$ cat src/rtl/mips_state_machine.sv
// Top-level sequencing FSM for the multi-cycle MIPS core.
// Steps FETCH -> EXEC1 -> (EXEC2) -> FETCH, stalls on waitrequest, and parks in HALT.
//
// state | meaning
// FETCH | instruction fetch from memory
// EXEC1 | first execute cycle; extra selects EXEC2 or return to FETCH
// EXEC2 | second execute cycle for multi-cycle instructions
// HALT  | absorbing stop state; left only via rst with halt low
module mips_state_machine (
  input  logic       clk,
  input  logic       rst,
  input  logic       halt,
  input  logic       extra,
  input  logic       waitrequest,
  output logic [1:0] s
);

  typedef enum logic [1:0] {
    FETCH = 2'b00,
    EXEC1 = 2'b01,
    EXEC2 = 2'b10,
    HALT  = 2'b11
  } state_t;

  state_t state, state_next;

  // halt outranks rst, so a simultaneous halt and reset lands in HALT.
  always_ff @(posedge clk) begin
    if (halt) begin
      state <= HALT;
    end else if (rst) begin
      state <= FETCH;
    end else begin
      state <= state_next;
    end
  end

  always_comb begin
    state_next = state;
    case (state)
      FETCH: begin
        if (!waitrequest) state_next = EXEC1;
      end
      EXEC1: begin
        if (!waitrequest) state_next = extra ? EXEC2 : FETCH;
      end
      EXEC2: begin
        if (!waitrequest) state_next = FETCH;
      end
      HALT: begin
        state_next = HALT;
      end
      default: begin
        state_next = FETCH;
      end
    endcase
  end

  assign s = state;

endmodule

$ cat config.mk
export PLATFORM = sky130hd
export DESIGN_NAME = mips_state_machine
export DESIGN_NICKNAME = d
export VERILOG_FILES = /design/src/rtl/mips_state_machine.sv
export SDC_FILE = /design/constraint.sdc
export NUM_CORES = 1
export LEC_CHECK = 0
export CORE_AREA = 2 2 39 41
export CTS_BUF_LIST = sky130_fd_sc_hd__clkbuf_16
export DETAILED_ROUTE_END_ITERATION = 10
export DIE_AREA = 0 0 41 43
export PLACE_DENSITY = 0.35
export SLEW_MARGIN = 0
export SYNTH_ARGS = -nofsm -noshare
export SYNTH_HDL_FRONTEND = slang
export SYNTH_SLANG_ARGS = --single-unit
$ cat constraint.sdc
create_clock -name clk -period 2.25 [get_ports clk]
set_input_delay 0.45 -clock clk [delete_from_list [all_inputs] [get_ports clk]]
set_output_delay 0.45 -clock clk [all_outputs]
set_load 0.005 [all_outputs]
==> Word-level counts from Yosys, hierarchy flattened <==
Index checks and enable logic that the tools add are counted.
{ "classes": {"n_reduce_logical": 2, "mux": 6, "n_eq_ne": 6} }
{ "ops": {"columns": ["cell", "n"], "rows": [
  ["two-way mux 2 bit", 5],
  ["inequality test 3 bit, second input constant", 3],
  ["one-hot mux 2 bit (4 select lines)", 1],
  ["equality test 2 bit, second input constant", 2],
  ["AND reduction 3 bit", 1],
  ["equality test 2 x 1 -> 1 bit, second input constant", 1],
  ["logical NOT 2 bit", 1]
]} }
{ "word_totals": {"word_cells": 15, "regBits": 2, "output_inout_bits": 2, "input_bits": 5} }

==> Depth between registers and ports, before layout <==
Gate-level depths: netlist of run 1.
{ "logic_depth": {"ltp_word": 4, "depth_mapped": 5, "ltp_nobuf": 5} }

==> Worst setup path before layout of run 1 <==
Ideal clock, no wire load.
{ "synth_timing": {"kind": "register to register", "start": "register state[0] (netlist: s[0])", "end": "register state[0] (netlist: s[0])", "required_ns": 2.130, "path_buffers": 0, "synth_period_minus_slack_ns": 1.626, "stages_incl_launch_ff": 6, "setup_ns": 0.120, "t_arrival_ns": 1.506, "path_slack_ns": 0.624, "cell_sequence": "dfxtp_1 > inv_1 > ha_1 > or3_4 > and3b_4 > a211o_1"} }
{ "synth_between": {"elab_chain_cells": 3, "word_cells_on_any_way": 10, "cone_classes": "6 x eq/ne; 2 x mux; 2 x reduce/logical"} }
{ "synth_rtl": {"columns": ["item", "line_no", "source"], "rows": [
  ["start, declared", "25", "state_t state, state_next;"],
  ["start signal, assigned", "34", "state <= state_next;"],
  ["equality test 2 bit, or another cell as far along", "40", "case (state)"],
  ["one-hot mux 2 bit (4 select lines) / inequality test 3 bit (equally long branches)", null, null],
  ["two-way mux 2 bit / AND reduction 3 bit (equally long branches)", null, null]
]} }
Parallel ways exist; a longest one is shown, timed or not.
A chain may end at the register's enable or synchronous reset.

==> Final worst setup path of run 1 <==
Ends and elaborated chain as after synthesis.

==> reports/qor.yml, run 1 <==
worst_setup_path:
  r2r_cells: 5
  critical_path_required_ns: 2.35
  worstSetupPathType: "register to register"
  endpoint_kind: "register"
  worstSetupStartpointType: "register"
  critPathArrivalTime_ns: 1.81
  critPathMaxFanout: 5
die:
  ioPinCount: 7
  placeableCoreArea_mm2: 0.001384
  die_area_mm2: 0.001763
  starting_density_of_the_core_pct: 12.93
  die_h_um: 43
  rows: 14
  floorplan.die.width_um: 41
yosys:
  synth_compound_gate_area_share_pct: 32.17
  synth_top_cell_by_area: "sky130_fd_sc_hd__ha_1"
  postSynthRegisterBits: 2
  synth_sequential_area_ratio_pct: 22.38
  ys.warnings.count: 0
  top_area_cell_type_share_of_the_netlist_area_pct: 27.97
  synthCells: 15
  dominant_register_cell_in_the_synthesized_netlist: "sky130_fd_sc_hd__dfxtp_1"
  synthMuxAreaShare_pct: 0
  synthMostInstantiatedCell: "sky130_fd_sc_hd__ha_1"
  post_synth_fa_ha_maj_area_fraction_pct: 27.97
  synthSimpleGateAreaFrac_pct: 13.29
  yosys.cell_types.count: 9
  yosys.area_share.xor_xnor_pct: 0
  synth_fp_nets: 24
  post_synthesis_mean_instance_area_um2: 11.93
  main_combinational_cell_family_by_area_after_synthesis: "compound AO/OA/AOI/OAI gates"
  synth.cells.most_frequent: "sky130_fd_sc_hd__ha_1, sky130_fd_sc_hd__a211o_1, sky130_fd_sc_hd__dfxtp_1, sky130_fd_sc_hd__inv_1"
  async_reset_ff_share_pct: 0
  synthTopCellsByArea: "sky130_fd_sc_hd__ha_1, sky130_fd_sc_hd__dfxtp_1, sky130_fd_sc_hd__a2111oi_4"
  syn_area_um2: 178.9
  synth_edf_count: 0
pwr:
  vdd_ir_drop_max_uv: 446.3
  design_power_total_uw: 374.7
  power.static_leakage_nw: 0.1455
  power.density_mw_per_mm2: 1122
global_routing:
  grt_start_max_net_pins: 6
  grt_antenna_before_repair: 0
  grt_first_pass_wirelength_um: 627
  grtUsageTotal_pct: 6.006
  overflow: 0
  number_of_global_route_vias_before_repair: 160
cells_and_area:
  fillCellCount: 145
  area_growth_syn_to_layout_pct: 86.71
  largest_reg_flops: 2
  multiInputGateArea_um2: 131.4
  drive_gt1_share_pct: 25.00
  insertedDiodeCount: 0
  register_area_um2: 40.04
  nets: 35
  stdcell_count: 40
placement:
  routability_congestion_estimate_from_global_placement: 0.5292
  io_buffer_count: 6
  placed_cells: 37
  dp_hpwl_um: 279.7
  dp_worst_setup_slack_ns: 0.5526
clock_network:
  cts_tree: "done"
  cts.sinks: 2
  ctsHtreeMaxLevel: 1
  postCtsResizedCells: 0
  cts_buffers: 3
  post_cts_hold_buffer_count: 0
  clk_latency_ns: 0.22
  clk_root_buffer_cell: "sky130_fd_sc_hd__clkbuf_16"
  post_cts_buffers: 0
  cts_max_path_buffers: 2
  clk_transition_reported_paths_ns: 0.03
detailed_routing:
  drtPass1Iterations: 1
  antenna_left: 0
  vias: 149
  detail_route.wirelength_um: 383
  routed_wire_length_per_instance_um: 9.575
  via_per_inst: 3.725
  drc: 0
  drt-initial-drc-count: 0
outcome:
  outcome: "complete, no violations"
timing:
  clock-skew-final_ns: 0.0005857
  fin_setup_tns_ns: 0
  fin_crit_ns: 1.703
  finalSetupViolCount: 0
  hold_violations: 0
  slew_violations: 0
  timing.max_slew.rel_slack_pct: 84.15
  layout_setup_ws_ns: 0.5469
  unrepaired_setup_endpoints_after_global_routing: "false"
  fmax_ghz: 0.5872
  finalCritPeriodShare_pct: 75.69
  whs_ns: 0.5738
  tightest_slew_ns: 0.2378
min_path:
  worst_hold_path_type: "register to register"
  min_path_cells: 1
flow_run:
  maxCapViolations: 0
per-stage QoR:
stage                     util (%)  cell area, um^2
after floorplan                  -            178.9
after global placement       18.72            259.0
after detailed placement     18.72            259.0
after CTS                    24.14            334.1
after global routing         24.14            334.1
final                        24.14            334.1
cell usage in the layout (no fill, tap or decap):
master / synthesis / final
sky130_fd_sc_hd__a2111oi_4: 1 / 1
sky130_fd_sc_hd__a211o_1: 2 / 2
sky130_fd_sc_hd__a211oi_1: 1 / 1
sky130_fd_sc_hd__a21oi_1: 1 / 1
sky130_fd_sc_hd__and3b_4: 1 / 1
sky130_fd_sc_hd__clkbuf_16: 0 / 3
sky130_fd_sc_hd__clkdlybuf4s50_1: 0 / 6
sky130_fd_sc_hd__dfxtp_1: 2 / 2
sky130_fd_sc_hd__ha_1: 4 / 4
sky130_fd_sc_hd__inv_1: 2 / 2
sky130_fd_sc_hd__or3_4: 1 / 1
logic make-up after synthesis:
kind of cell	Yosys count
AO/OA/AOI/OAI	5
adder cells (fa/ha/maj)	4
buffers and inverters	2
flip-flops	2
AND/OR/NAND/NOR	2
final cells by class:
type / instances / area share (%)
Multi-Input combinational cell: 11 / 39.33
Clock buffer: 3 / 22.47
Tap cell: 16 / 5.993
Timing Repair Buffer: 6 / 17.98
Inverter: 2 / 2.247
Sequential cell: 2 / 11.99
per-layer routing:
layer | GRT usage [%] | vias to the layer above | part of all wire, %
li1 | - | 75 | -
met1 | 6.051 | 62 | 44
met5 | 0 | - | 0
met3 | 3.141 | 2 | 15
met4 | 8.000 | 0 | 3.9
met2 | 7.187 | 10 | 37
worst paths after layout:
check / slack, ns / start / to
max: 0.55 / s[0] / s[0]
min: 0.57 / s[1] / s[1]
max reg2reg: 0.55 / s[0] / s[0]
min reg2reg: 0.57 / s[1] / s[1]
power by group:
group          internal [mW]  switching, mW
logic                 0.0363         0.0248
clock network          0.226         0.0402
registers             0.0407        0.00663
worst max-delay path: stages, from the launching register on:
cell	delay (ns)
sky130_fd_sc_hd__dfxtp_1	0.40
sky130_fd_sc_hd__inv_1	0.08
sky130_fd_sc_hd__ha_1	0.24
sky130_fd_sc_hd__or3_4	0.37
sky130_fd_sc_hd__and3b_4	0.21
sky130_fd_sc_hd__a211o_1	0.28
Note: power is estimated with default switching activity, not from simulation.
==> run 2, diff against run 1 <==
--- a/config.mk
+++ b/config.mk
@@ -9,7 +9,7 @@
 export CTS_BUF_LIST = sky130_fd_sc_hd__clkbuf_16
 export DETAILED_ROUTE_END_ITERATION = 10
 export DIE_AREA = 0 0 41 43
-export PLACE_DENSITY = 0.35
+export PLACE_DENSITY = 0.36
 export SLEW_MARGIN = 0
 export SYNTH_ARGS = -nofsm -noshare
 export SYNTH_HDL_FRONTEND = slang
==> constraint.sdc (replaced) <==
create_clock -name clk -period 1.45 [get_ports clk]
set_input_delay 0.29 -clock clk [delete_from_list [all_inputs] [get_ports clk]]
set_output_delay 0.29 -clock clk [all_outputs]
set_load 0.005 [all_outputs]
==> run 2 against run 1 <==
  * The flow now finishes with violations (negative setup slack)
  * Count of clock-buffer cells in the layout did not move
  * Hold slack improved by 0.063 ns
  * Routed wire length rose by 25%
  * Die area did not move
  * First-iteration DRC count did not move
  * Core utilization rose by 5.4 points
  * Non-clock buffer count rose by 5
  * Sequential share of layout area fell by 0.36 points
  * Clock skew barely moved
==> reports/qor.yml, run 2 (same netlist as run 1, synthesis figures left out) <==
outcome:
  outcome: "complete, but fails checks"
  violations: "negative setup slack"
die:
  die_area_mm2: 0.001763
  rows: 14
  placeableCoreArea_mm2: 0.001384
  starting_density_of_the_core_pct: 12.93
  ioPinCount: 7
  die_h_um: 43
  floorplan.die.width_um: 41
detailed_routing:
  drt-initial-drc-count: 0
  via_per_inst: 3.778
  routed_wire_length_per_instance_um: 10.62
  detail_route.wirelength_um: 478
  antenna_left: 0
  drtPass1Iterations: 1
  vias: 170
  drc: 0
timing:
  layout_setup_ws_ns: -0.07558
  fmax_ghz: 0.6555
  slew_violations: 0
  clock-skew-final_ns: 0.0004996
  fin_setup_tns_ns: -0.1443
  fin_crit_ns: 1.526
  finalSetupViolCount: 2
  tightest_slew_ns: 0.2508
  timing.max_slew.rel_slack_pct: 83.28
  finalCritPeriodShare_pct: 105.2
  hold_violations: 0
  unrepaired_setup_endpoints_after_global_routing: "true"
cells_and_area:
  finish.utilization_pct: 29.57
  stdcell_count: 45
  final_design_area_no_fill_um2: 409.1
  insertedDiodeCount: 0
  area_growth_syn_to_layout_pct: 128.7
  nets: 40
  largest_reg_flops: 2
  layout.cells.most_common: "sky130_fd_sc_hd__buf_4"
  drive_gt1_share_pct: 62.07
  commonest_cells_after_routing_fill_and_taps_aside: "sky130_fd_sc_hd__buf_4, sky130_fd_sc_hd__clkdlybuf4s50_1, sky130_fd_sc_hd__clkbuf_16"
clock_network:
  post_cts_hold_buffer_count: 0
  ctsHtreeMaxLevel: 1
  cts_tree: "done"
  clk_latency_ns: 0.22
  cts.sinks: 2
  clk_root_buffer_cell: "sky130_fd_sc_hd__clkbuf_16"
  cts_max_path_buffers: 2
  clk_transition_reported_paths_ns: 0.03
  cts_buffers: 3
placement:
  postPlaceCellArea_um2: 316.6
  placed_cells: 41
  io_buffer_count: 6
  dp_worst_setup_slack_ns: -0.07175
  routability_congestion_estimate_from_global_placement: 0.6416
worst_setup_path:
  worstSetupPathType: "register to register"
  timing.rr.start: "s[0]"
  critPathMaxFanout: 3
  critical_path_required_ns: 1.55
  worstSetupStartpointType: "register"
  reg2reg_slack_ns: -0.08
  critPathArrivalTime_ns: 1.63
  r2r_cells: 5
  endpoint_kind: "register"
  regToRegEndpoint: "s[1]"
global_routing:
  number_of_global_route_vias_before_repair: 184
  grt_start_max_net_pins: 5
  grtUsageTotal_pct: 7.114
  overflow: 0
  grt_first_pass_wirelength_um: 738
  grt_antenna_before_repair: 0
flow_run:
  maxCapViolations: 0
pwr:
  power.density_mw_per_mm2: 1508
  power.static_leakage_nw: 0.1665
  vdd_ir_drop_max_uv: 722.5
min_path:
  min_path_cells: 2
  holdPathEnd: "s[0]"
  worst_hold_path_type: "register to register"
  hold_start: "s[0]"
==> run 2: worst max-delay path, cell delays in order, from the launching register on <==
cell,delay (ns)
sky130_fd_sc_hd__dfxtp_4,0.37
sky130_fd_sc_hd__inv_4,0.05
sky130_fd_sc_hd__ha_4,0.14
sky130_fd_sc_hd__or3_4,0.41
sky130_fd_sc_hd__and3b_4,0.19
sky130_fd_sc_hd__a211o_1,0.25
==> run 2: per-stage QoR <==
step                hold WS (ns)  power (mW)
floorplan                 0.3837      0.1430
global placement          0.6130      0.1995
detailed placement        0.6180      0.2015
CTS                       0.6229      0.6166
global route              0.6696      0.6477
finish                    0.6368      0.6170
==> run 2: worst max-delay path by stage <==
stage | start | endpoint | slack (ns) | cells after the start
final | s[0] | s[1] | -0.08 | 5
after global routing | s[0] | s[1] | -0.12 | 5
after CTS | s[1] | s[1] | -0.08 | 5
after detailed placement | s[1] | s[1] | -0.07 | 5
after global placement | s[1] | s[0] | -0.07 | 5
after floorplan | s[0] | s[0] | -0.03 | 5
==> run 2: area by class of cell <==
class                      instances  area (um^2)
sequential                         2        47.55
tap                               16        20.02
fill                             154        974.7
multi-input combinational         11        158.9
timing repair buffer              11        95.09
clock buffer                       3        75.07
inverter                           2        12.51
==> run 2: power breakdown <==
part | leakage [nW] | switching [mW] | internal (mW)
Combinational | 0.112 | 0.0504 | 0.0755
Clock | 0.0370 | 0.0596 | 0.351
Sequential | 0.0173 | 0.0157 | 0.0652
Total | 0.167 | 0.126 | 0.491
==> run 2: routing by layer <==
metal	GRT usage, %	routed length, um	vias to the layer above	share of wire, %
met5	0	0	-	0
li1	-	-	86	-
met2	9.688	274	3	57
met1	6.070	182	81	38
met4	8.000	0	0	0
met3	4.712	22	0	4.6
==> run 2: what timing repair did <==
action                     in CTS  in global routing
buffers inserted                0                  1
setup endpoints to repair       4                  2
resized for setup               2                  2
pin swaps                       0                  5
==> run 3, diff against run 2 <==
--- a/config.mk
+++ b/config.mk
@@ -5,6 +5,7 @@
 export SDC_FILE = /design/constraint.sdc
 export NUM_CORES = 1
 export LEC_CHECK = 0
+export CAP_MARGIN = 20
 export CORE_AREA = 2 2 39 41
 export CTS_BUF_LIST = sky130_fd_sc_hd__clkbuf_16
 export DETAILED_ROUTE_END_ITERATION = 10
==> results of run 3 <==
Final layout, timing and power as in run 2 (identical DEF).
